[config.mk]
export PLATFORM = sky130hd
export DESIGN_NAME = fsm_modo_reto_param
export DESIGN_NICKNAME = d
export VERILOG_FILES = /design/src/rtl/fsm_reto_pkg.sv /design/src/rtl/reto_timer.sv /design/src/rtl/fsm_modo_reto_param.sv
export SDC_FILE = /design/constraint.sdc
export NUM_CORES = 1
export LEC_CHECK = 0
export CAP_MARGIN = 5
export CELL_PAD_IN_SITES_DETAIL_PLACEMENT = 1
export CELL_PAD_IN_SITES_GLOBAL_PLACEMENT = 1
export CORE_MARGIN = 3
export CORE_UTILIZATION = 49
export CTS_CLUSTER_SIZE = 28
export DETAILED_ROUTE_END_ITERATION = 10
export DONT_BUFFER_PORTS = 1
export GPL_ROUTABILITY_DRIVEN = 0
export PLACE_DENSITY = 0.87
export RECOVER_POWER = 50
export SLEW_MARGIN = 20
export SYNTH_ARGS = -nofsm -noshare
export SYNTH_HDL_FRONTEND = slang
export SYNTH_SLANG_ARGS = --single-unit
export TNS_END_PERCENT = 100
[constraint.sdc]
create_clock -name clk -period 6.2 [get_ports clk]
set_input_delay 0.62 -clock clk [delete_from_list [all_inputs] [get_ports clk]]
set_output_delay 0.62 -clock clk [all_outputs]
set_load 0.005 [all_outputs]
[src/rtl/fsm_reto_pkg.sv]
// -----------------------------------------------------------------------------
// fsm_reto_pkg
// Shared definitions for the challenge-mode game FSM:
//   - 4-bit state encodings (also exported on the debug state/next ports)
//   - clog2        : ceiling log2, usable in constant expressions
//   - onehot_to_idx: converts a player key to a note index plus a flag that
//                    is set only when exactly one bit is high
// -----------------------------------------------------------------------------
package fsm_reto_pkg;

    localparam logic [3:0] S_IDLE     = 4'd0;
    localparam logic [3:0] S_LOAD     = 4'd1;
    localparam logic [3:0] S_PLAY     = 4'd2;
    localparam logic [3:0] S_WAIT_IN  = 4'd3;
    localparam logic [3:0] S_CHECK    = 4'd4;
    localparam logic [3:0] S_ROUND_OK = 4'd5;
    localparam logic [3:0] S_MISS     = 4'd6;
    localparam logic [3:0] S_FAIL     = 4'd7;
    localparam logic [3:0] S_WIN      = 4'd8;

    // Widest key vector the decoder accepts (NOTE_W up to 6).
    localparam int ONEHOT_MAX_W = 64;

    typedef struct packed {
        logic       valid;
        logic [5:0] idx;
    } onehot_t;

    function automatic int clog2(input int unsigned value);
        int unsigned v;
        int          r;
        v = (value > 0) ? value - 1 : 0;
        r = 0;
        while (v > 0) begin
            r++;
            v = v >> 1;
        end
        return r;
    endfunction

    // A zero or multi-hot vector yields valid=0, so it can never match a note.
    function automatic onehot_t onehot_to_idx(input logic [ONEHOT_MAX_W-1:0] vec);
        onehot_t res;
        int      cnt;
        res = '0;
        cnt = 0;
        for (int i = 0; i < ONEHOT_MAX_W; i++) begin
            if (vec[i]) begin
                cnt++;
                res.idx = 6'(i);
            end
        end
        res.valid = (cnt == 1);
        return res;
    endfunction

endpackage

[src/rtl/reto_timer.sv]
// -----------------------------------------------------------------------------
// reto_timer
// Loadable down-counter shared by note playback and the input timeout.
// Ports:
//   clk, reset : clock, synchronous active-high reset
//   i_load     : load i_val (has priority over i_en)
//   i_en       : decrement by one, stopping at zero
//   i_val      : value to load
//   o_zero     : counter is zero
// -----------------------------------------------------------------------------
module reto_timer #(
    parameter int W = 8
) (
    input  logic         clk,
    input  logic         reset,
    input  logic         i_load,
    input  logic         i_en,
    input  logic [W-1:0] i_val,
    output logic         o_zero
);

    logic [W-1:0] r_cnt;

    always_ff @(posedge clk) begin
        if (reset) begin
            r_cnt <= '0;
        end else if (i_load) begin
            r_cnt <= i_val;
        end else if (i_en && (r_cnt != '0)) begin
            r_cnt <= r_cnt - W'(1);
        end
    end

    assign o_zero = (r_cnt == '0);

endmodule

[src/rtl/fsm_modo_reto_param.sv]
// -----------------------------------------------------------------------------
// fsm_modo_reto_param
// Simon-style challenge game controller. Round r plays latched notes 0..r-1,
// then waits for r one-hot key presses, each within TIMEOUT cycles.
// Tracks lives, a saturating score and a won/lost flag.
// Ports:
//   clk, reset        : clock, synchronous active-high reset
//   inicio            : start pulse (from IDLE, FAIL or WIN)
//   busNotas          : note sequence, note i at [i*NOTE_W +: NOTE_W]
//   notaUsuario       : player key, one-hot; valid with datoListo strobe
//   notaSalida        : note being played, notaValida qualifies it
//   juegoListo        : waiting for player input
//   cargarSecuencia   : pulse when busNotas is latched
//   contarNotas       : pulse in the last cycle of each played note
//   finJuego, exito   : game over, and won (1) / lost (0)
//   ronda, puntaje,
//   vidas             : round length, score, remaining lives
//   state, next       : registered / combinational state, for debug
// -----------------------------------------------------------------------------
module fsm_modo_reto_param
    import fsm_reto_pkg::*;
#(
    parameter int NUM_NOTES  = 10,
    parameter int NOTE_W     = 3,
    parameter int NOTE_TICKS = 25000000,
    parameter int TIMEOUT    = 250000000,
    parameter int LIVES      = 3,
    parameter int SCORE_W    = 8
) (
    input  logic                               clk,
    input  logic                               reset,
    input  logic                               inicio,
    input  logic [NUM_NOTES*NOTE_W-1:0]        busNotas,
    input  logic [2**NOTE_W-1:0]               notaUsuario,
    input  logic                               datoListo,
    output logic [NOTE_W-1:0]                  notaSalida,
    output logic                               notaValida,
    output logic                               juegoListo,
    output logic                               cargarSecuencia,
    output logic                               contarNotas,
    output logic                               finJuego,
    output logic                               exito,
    output logic [$clog2(NUM_NOTES+1)-1:0]     ronda,
    output logic [SCORE_W-1:0]                 puntaje,
    output logic [3:0]                         vidas,
    output logic [3:0]                         state,
    output logic [3:0]                         next
);

    localparam int RW   = $clog2(NUM_NOTES + 1);
    localparam int KW   = 2 ** NOTE_W;
    localparam int TMAX = (NOTE_TICKS > TIMEOUT) ? NOTE_TICKS : TIMEOUT;
    localparam int TW   = clog2(TMAX + 1);

    logic [3:0]                  r_state;
    logic [NUM_NOTES*NOTE_W-1:0] r_bus;
    logic [KW-1:0]               r_key;
    logic [RW-1:0]               r_idx;
    logic [RW-1:0]               r_ronda;
    logic [SCORE_W-1:0]          r_puntaje;
    logic [3:0]                  r_vidas;

    logic [3:0]        w_next;
    logic              w_tmr_load;
    logic              w_tmr_en;
    logic [TW-1:0]     w_tmr_val;
    logic              w_tmr_zero;
    logic [NOTE_W-1:0] w_note;
    logic [RW-1:0]     w_idx_inc;
    logic              w_last_note;
    onehot_t           w_key_info;
    logic              w_match;

    // Same index serves playback position and expected-input position.
    assign w_note      = NOTE_W'(r_bus >> (r_idx * NOTE_W));
    assign w_idx_inc   = r_idx + RW'(1);
    assign w_last_note = (w_idx_inc == r_ronda);
    assign w_key_info  = onehot_to_idx(ONEHOT_MAX_W'(r_key));
    assign w_match     = w_key_info.valid && (w_key_info.idx == 6'(w_note));

    reto_timer #(
        .W(TW)
    ) u_timer (
        .clk    (clk),
        .reset  (reset),
        .i_load (w_tmr_load),
        .i_en   (w_tmr_en),
        .i_val  (w_tmr_val),
        .o_zero (w_tmr_zero)
    );

    // Counter is loaded with length-1 so that zero marks the final cycle of
    // a note, or the last cycle in which input is still accepted.
    always_comb begin
        w_tmr_load = 1'b0;
        w_tmr_en   = 1'b0;
        w_tmr_val  = TW'(NOTE_TICKS - 1);
        case (r_state)
            S_LOAD, S_ROUND_OK, S_MISS: w_tmr_load = 1'b1;
            S_PLAY: begin
                if (w_tmr_zero) begin
                    w_tmr_load = 1'b1;
                    if (w_last_note) w_tmr_val = TW'(TIMEOUT - 1);
                end else begin
                    w_tmr_en = 1'b1;
                end
            end
            S_WAIT_IN: w_tmr_en = 1'b1;
            S_CHECK: begin
                w_tmr_load = 1'b1;
                w_tmr_val  = TW'(TIMEOUT - 1);
            end
            default: ;
        endcase
    end

    always_comb begin
        w_next = r_state;
        case (r_state)
            S_IDLE:     if (inicio) w_next = S_LOAD;
            S_LOAD:     w_next = S_PLAY;
            S_PLAY:     if (w_tmr_zero && w_last_note) w_next = S_WAIT_IN;
            S_WAIT_IN: begin
                // A strobe on the final cycle still counts as input.
                if (datoListo)       w_next = S_CHECK;
                else if (w_tmr_zero) w_next = S_MISS;
            end
            S_CHECK: begin
                if (!w_match)        w_next = S_MISS;
                else if (w_last_note) w_next = S_ROUND_OK;
                else                 w_next = S_WAIT_IN;
            end
            S_ROUND_OK: w_next = (r_ronda == RW'(NUM_NOTES)) ? S_WIN : S_PLAY;
            S_MISS:     w_next = (r_vidas <= 4'd1) ? S_FAIL : S_PLAY;
            S_FAIL,
            S_WIN:      if (inicio) w_next = S_LOAD;
            default:    w_next = S_IDLE;
        endcase
    end

    always_ff @(posedge clk) begin
        if (r_state == S_LOAD) r_bus <= busNotas;
        if ((r_state == S_WAIT_IN) && datoListo) r_key <= notaUsuario;
    end

    always_ff @(posedge clk) begin
        if (reset) begin
            r_state   <= S_IDLE;
            r_idx     <= '0;
            r_ronda   <= '0;
            r_puntaje <= '0;
            r_vidas   <= 4'(LIVES);
        end else begin
            r_state <= w_next;
            case (r_state)
                S_LOAD: begin
                    r_idx     <= '0;
                    r_ronda   <= RW'(1);
                    r_puntaje <= '0;
                    r_vidas   <= 4'(LIVES);
                end
                S_PLAY: begin
                    if (w_tmr_zero) r_idx <= w_last_note ? '0 : w_idx_inc;
                end
                S_CHECK: begin
                    if (w_match) begin
                        r_idx <= w_idx_inc;
                        if (r_puntaje != '1) r_puntaje <= r_puntaje + SCORE_W'(1);
                    end
                end
                S_ROUND_OK: begin
                    r_idx <= '0;
                    if (r_ronda != RW'(NUM_NOTES)) r_ronda <= r_ronda + RW'(1);
                end
                S_MISS: begin
                    r_idx <= '0;
                    if (r_vidas != 4'd0) r_vidas <= r_vidas - 4'd1;
                end
                default: ;
            endcase
        end
    end

    assign notaSalida      = (r_state == S_PLAY) ? w_note : '0;
    assign notaValida      = (r_state == S_PLAY);
    assign juegoListo      = (r_state == S_WAIT_IN);
    assign cargarSecuencia = (r_state == S_LOAD);
    assign contarNotas     = (r_state == S_PLAY) && w_tmr_zero;
    assign finJuego        = (r_state == S_FAIL) || (r_state == S_WIN);
    assign exito           = (r_state == S_WIN);
    assign ronda           = r_ronda;
    assign puntaje         = r_puntaje;
    assign vidas           = r_vidas;
    assign state           = r_state;
    assign next            = w_next;

endmodule

==> impl_metrics.json <==
{
  "wire_per_inst_microns": 19.43,
  "grtUsageMet3_pct": 4.500,
  "min_period_ns": 5.915,
  "drt-initial-drc-count": 350,
  "grt.busiest_layer": "met2",
  "core_sq_um": 10040,
  "die-area_sq_um": 11840,
  "placementRows": 36,
  "synth-edff-count": 38,
  "syn_inst": 571,
  "p_leak_nw": 1.989,
  "max_slew_margin_pct": -20.99,
  "n_antenna_cell": 0,
  "p_total_mw": 1.498,
  "setup_viol": 0,
  "insertion_delay_ns": 0.37,
  "hold_viol_final": 0,
  "dp_hpwl_microns": 9963,
  "clock_path_buffers": 2,
  "die_w_microns": 108.8,
  "ys_top_cells_by_area": "edfxtp_1 22%, dfxtp_1 20%, a21oi_1 4.0%, nor2_1 3.9%, o21ai_0 3.7%",
  "syn_area_sq_um": 5180,
  "grt.total_usage_pct": 24.03,
  "critPathCaptureType": "output pin",
  "timing.setup.tns_ns": 0,
  "synth_cell_types": 75,
  "cp_max_fo": 4,
  "root_buffer": "clkbuf_8",
  "outcome": "complete, but fails checks",
  "cp.required_ns": 5.58,
  "routed_wl_microns": 13680,
  "slowest_stage": "edfxtp_1",
  "dp_cells": 680,
  "crit_type": "flop to output pin",
  "fin_worst_skew_ns": 0.01607,
  "synth.avg_cell_area_sq_um": 9.072,
  "fmax_ghz": 0.1691,
  "grt_start_max_net_pins": 47,
  "ys.flop_type": "dfxtp_1",
  "dr.pass1.iters": 4,
  "min_path_type": "input pin to flop",
  "period_share_pct": 95.40,
  "violations": "capacitance limit, slew limit",
  "p_sw_share_pct": 32.66,
  "synth_nets": 627,
  "clkPwrFrac_pct": 27.6,
  "pre_cts_slack_ns": 0.07482,
  "final_area_sq_um": 5582,
  "htreeDepth": 3,
  "route.detailed.drc": 0,
  "ant_nets": 0,
  "viasPerCell": 6.170,
  "p_comb_share_pct": 24.7,
  "start_util_pct": 51.57,
  "clkSlewWorstSetupHoldPaths_ns": 0.10,
  "critPathArrivalTime_ns": 5.29,
  "p_int_mw": 1.009,
  "cts_made_buffers": 9,
  "power_density_nw_per_um2": 268.4,
  "yosys_warnings": 0,
  "drv_cap": 1,
  "fin_ws_ns": 0.2851,
  "layout.nets": 622,
  "critPathMostFrequentCell": "ha_1",
  "syn2layout_area_growth_pct": 7.754,
  "worst_pin_slew_ns": 1.815,
  "vias": 4344,
  "yosysSeqAreaShare_pct": 42.13,
  "p_switching_uw": 489.2,
  "crit_path_cell_trace": "buf_4 > ha_2 > nand2b_1 > nand2_1 > ha_4 > nor2b_2 > a31oi_2 > ha_1 > nand2_2 > o21ai_0 > ha_1 > o221a_2 > ha_1 > mux2_2 > ha_1 > nand2_1 > xor2_2 > a211o_1 > a211o_1 > a21boi_2 > nand4_1 > or2_4 > nand2_1",
  "yosys.area.top_type_share_pct": 22.03,
  "io_pins": 75,
  "synth_top_area_cell": "edfxtp_1",
  "async_reset_ff_share_pct": 0,
  "post_layout_nonfiller_instances": 704,
  "ir_drop_uv": 130.7,
  "layout-drive-gt1-share_pct": 11.21,
  "die_h_microns": 108.8,
  "grt_util_met1_pct": 28.06,
  "mostFrequentLayoutCell": "nor2_1",
  "grt_pass1_wl_microns": 22560,
  "seq_power_share_pct": 47.7,
  "grt_util_met2_pct": 44.35,
  "antenna_found_initial": 0,
  "grt_pass1_vias": 4615,
  "startpoint_type": "flop",
  "clock_sinks": 90,
  "hold_buffers": 0,
  "ys_seq_elements": 90,
  "placed_cell_area_sq_um": 5258,
  "grt_overflow": 0,
  "mostFrequentLayoutCells": "54 x nor2_1, 52 x dfxtp_1, 43 x nand2_1",
  "slowest_delay_ns": 0.43,
  "io_buffers": 0,
  "cts_tree": "done",
  "maxSlewViolCount": 32
}
final timing paths:
path              slack (ns)  cells after the start                to              from
hold / removal          0.32                      1        puntaje[1]             reset
setup reg to reg        0.76                     23        puntaje[4]          r_key[0]
setup / recovery        0.29                     23           next[0]          r_key[0]
hold reg to reg         0.47                      2  u_timer.r_cnt[6]  u_timer.r_cnt[6]
cell type report:
| class | count | area [sq um] |
|---|---|---|
| multi-input combinational | 428 | 2845 |
| fill | 1176 | 4463 |
| clock inverter | 5 | 62.56 |
| clock buffer | 11 | 141.4 |
| inverter | 24 | 90.09 |
| timing repair buffer | 13 | 93.84 |
| tap | 133 | 166.4 |
| sequential | 90 | 2182 |
metrics by stage:
stage,hold WS [ns],util [%]
CTS,0.2989,54.83
detailed placement,0.4615,52.34
floorplan,0.4501,-
global route,0.2859,55.57
global placement,0.4547,52.34
finish,0.3169,55.57
power groups by stage:
stage                     combinational [mW]  sequential [mW]  clock (mW)
after CTS                              0.367            0.714       0.425
after global routing                   0.416            0.723       0.452
after global placement                 0.342            0.723           0
final                                  0.370            0.715       0.413
after floorplan                        0.288            0.707           0
after detailed placement               0.362            0.727           0
worst max-delay path, delay by kind of cell (launching register included):
kind | cells | cell delay [ns]
buffers and inverters | 1 | 0.15
flip-flops | 1 | 0.43
AO/OA/AOI/OAI | 6 | 1.26
XOR/XNOR | 1 | 0.10
adder cells (fa/ha/maj) | 6 | 1.57
AND/OR/NAND/NOR | 8 | 1.13
multiplexers | 1 | 0.28
kinds of logic after synthesis:
family                   after synthesis  synth area share [%]
multiplexers                          17                 4.372
buffers and inverters                 53                 4.372
flip-flops                            90                 42.13
AND/OR/NAND/NOR                      229                 22.71
XOR/XNOR                              35                 6.884
adder cells (fa/ha/maj)               14                 3.382
AO/OA/AOI/OAI                        133                 16.16
repair_timing:
action	4_1_cts	5_1_grt
buffers inserted	4	4
resized for setup	3	13
endpoints found under the setup margin	3	3
pin swaps	2	6
flip-flops by register name, indices dropped and copies added, names as in the netlist:
name           cells
puntaje            8
r_bus             30
r_idx              4
r_key              8
ronda              4
state              4
u_timer.r_cnt     28
vidas              4
metal layers:
| metal | share of wire [%] | vias to the layer above |
|---|---|---|
| met3 | 3.4 | 24 |
| met1 | 41 | 2177 |
| met2 | 53 | 82 |
| met5 | 0 | - |
| li1 | - | 2061 |
| met4 | 2.2 | 0 |
cell usage after synthesis, drive strengths merged, types with 6 or more instances:
| cell type | number |
|---|---|
| nand3 | 19 |
| clkbuf | 18 |
| a21oi | 42 |
| buf | 11 |
| ha | 14 |
| nor4 | 10 |
| nand4 | 8 |
| or3 | 11 |
| nand2 | 45 |
| and3 | 6 |
| o21ai | 38 |
| xnor2 | 20 |
| inv | 24 |
| nand2b | 14 |
| mux2i | 11 |
| xor2 | 13 |
| nor3 | 28 |
| edfxtp | 38 |
| nor2 | 54 |
| a31oi | 10 |
| dfxtp | 52 |
| or2 | 13 |
Note: power is estimated with default switching activity, not from simulation.
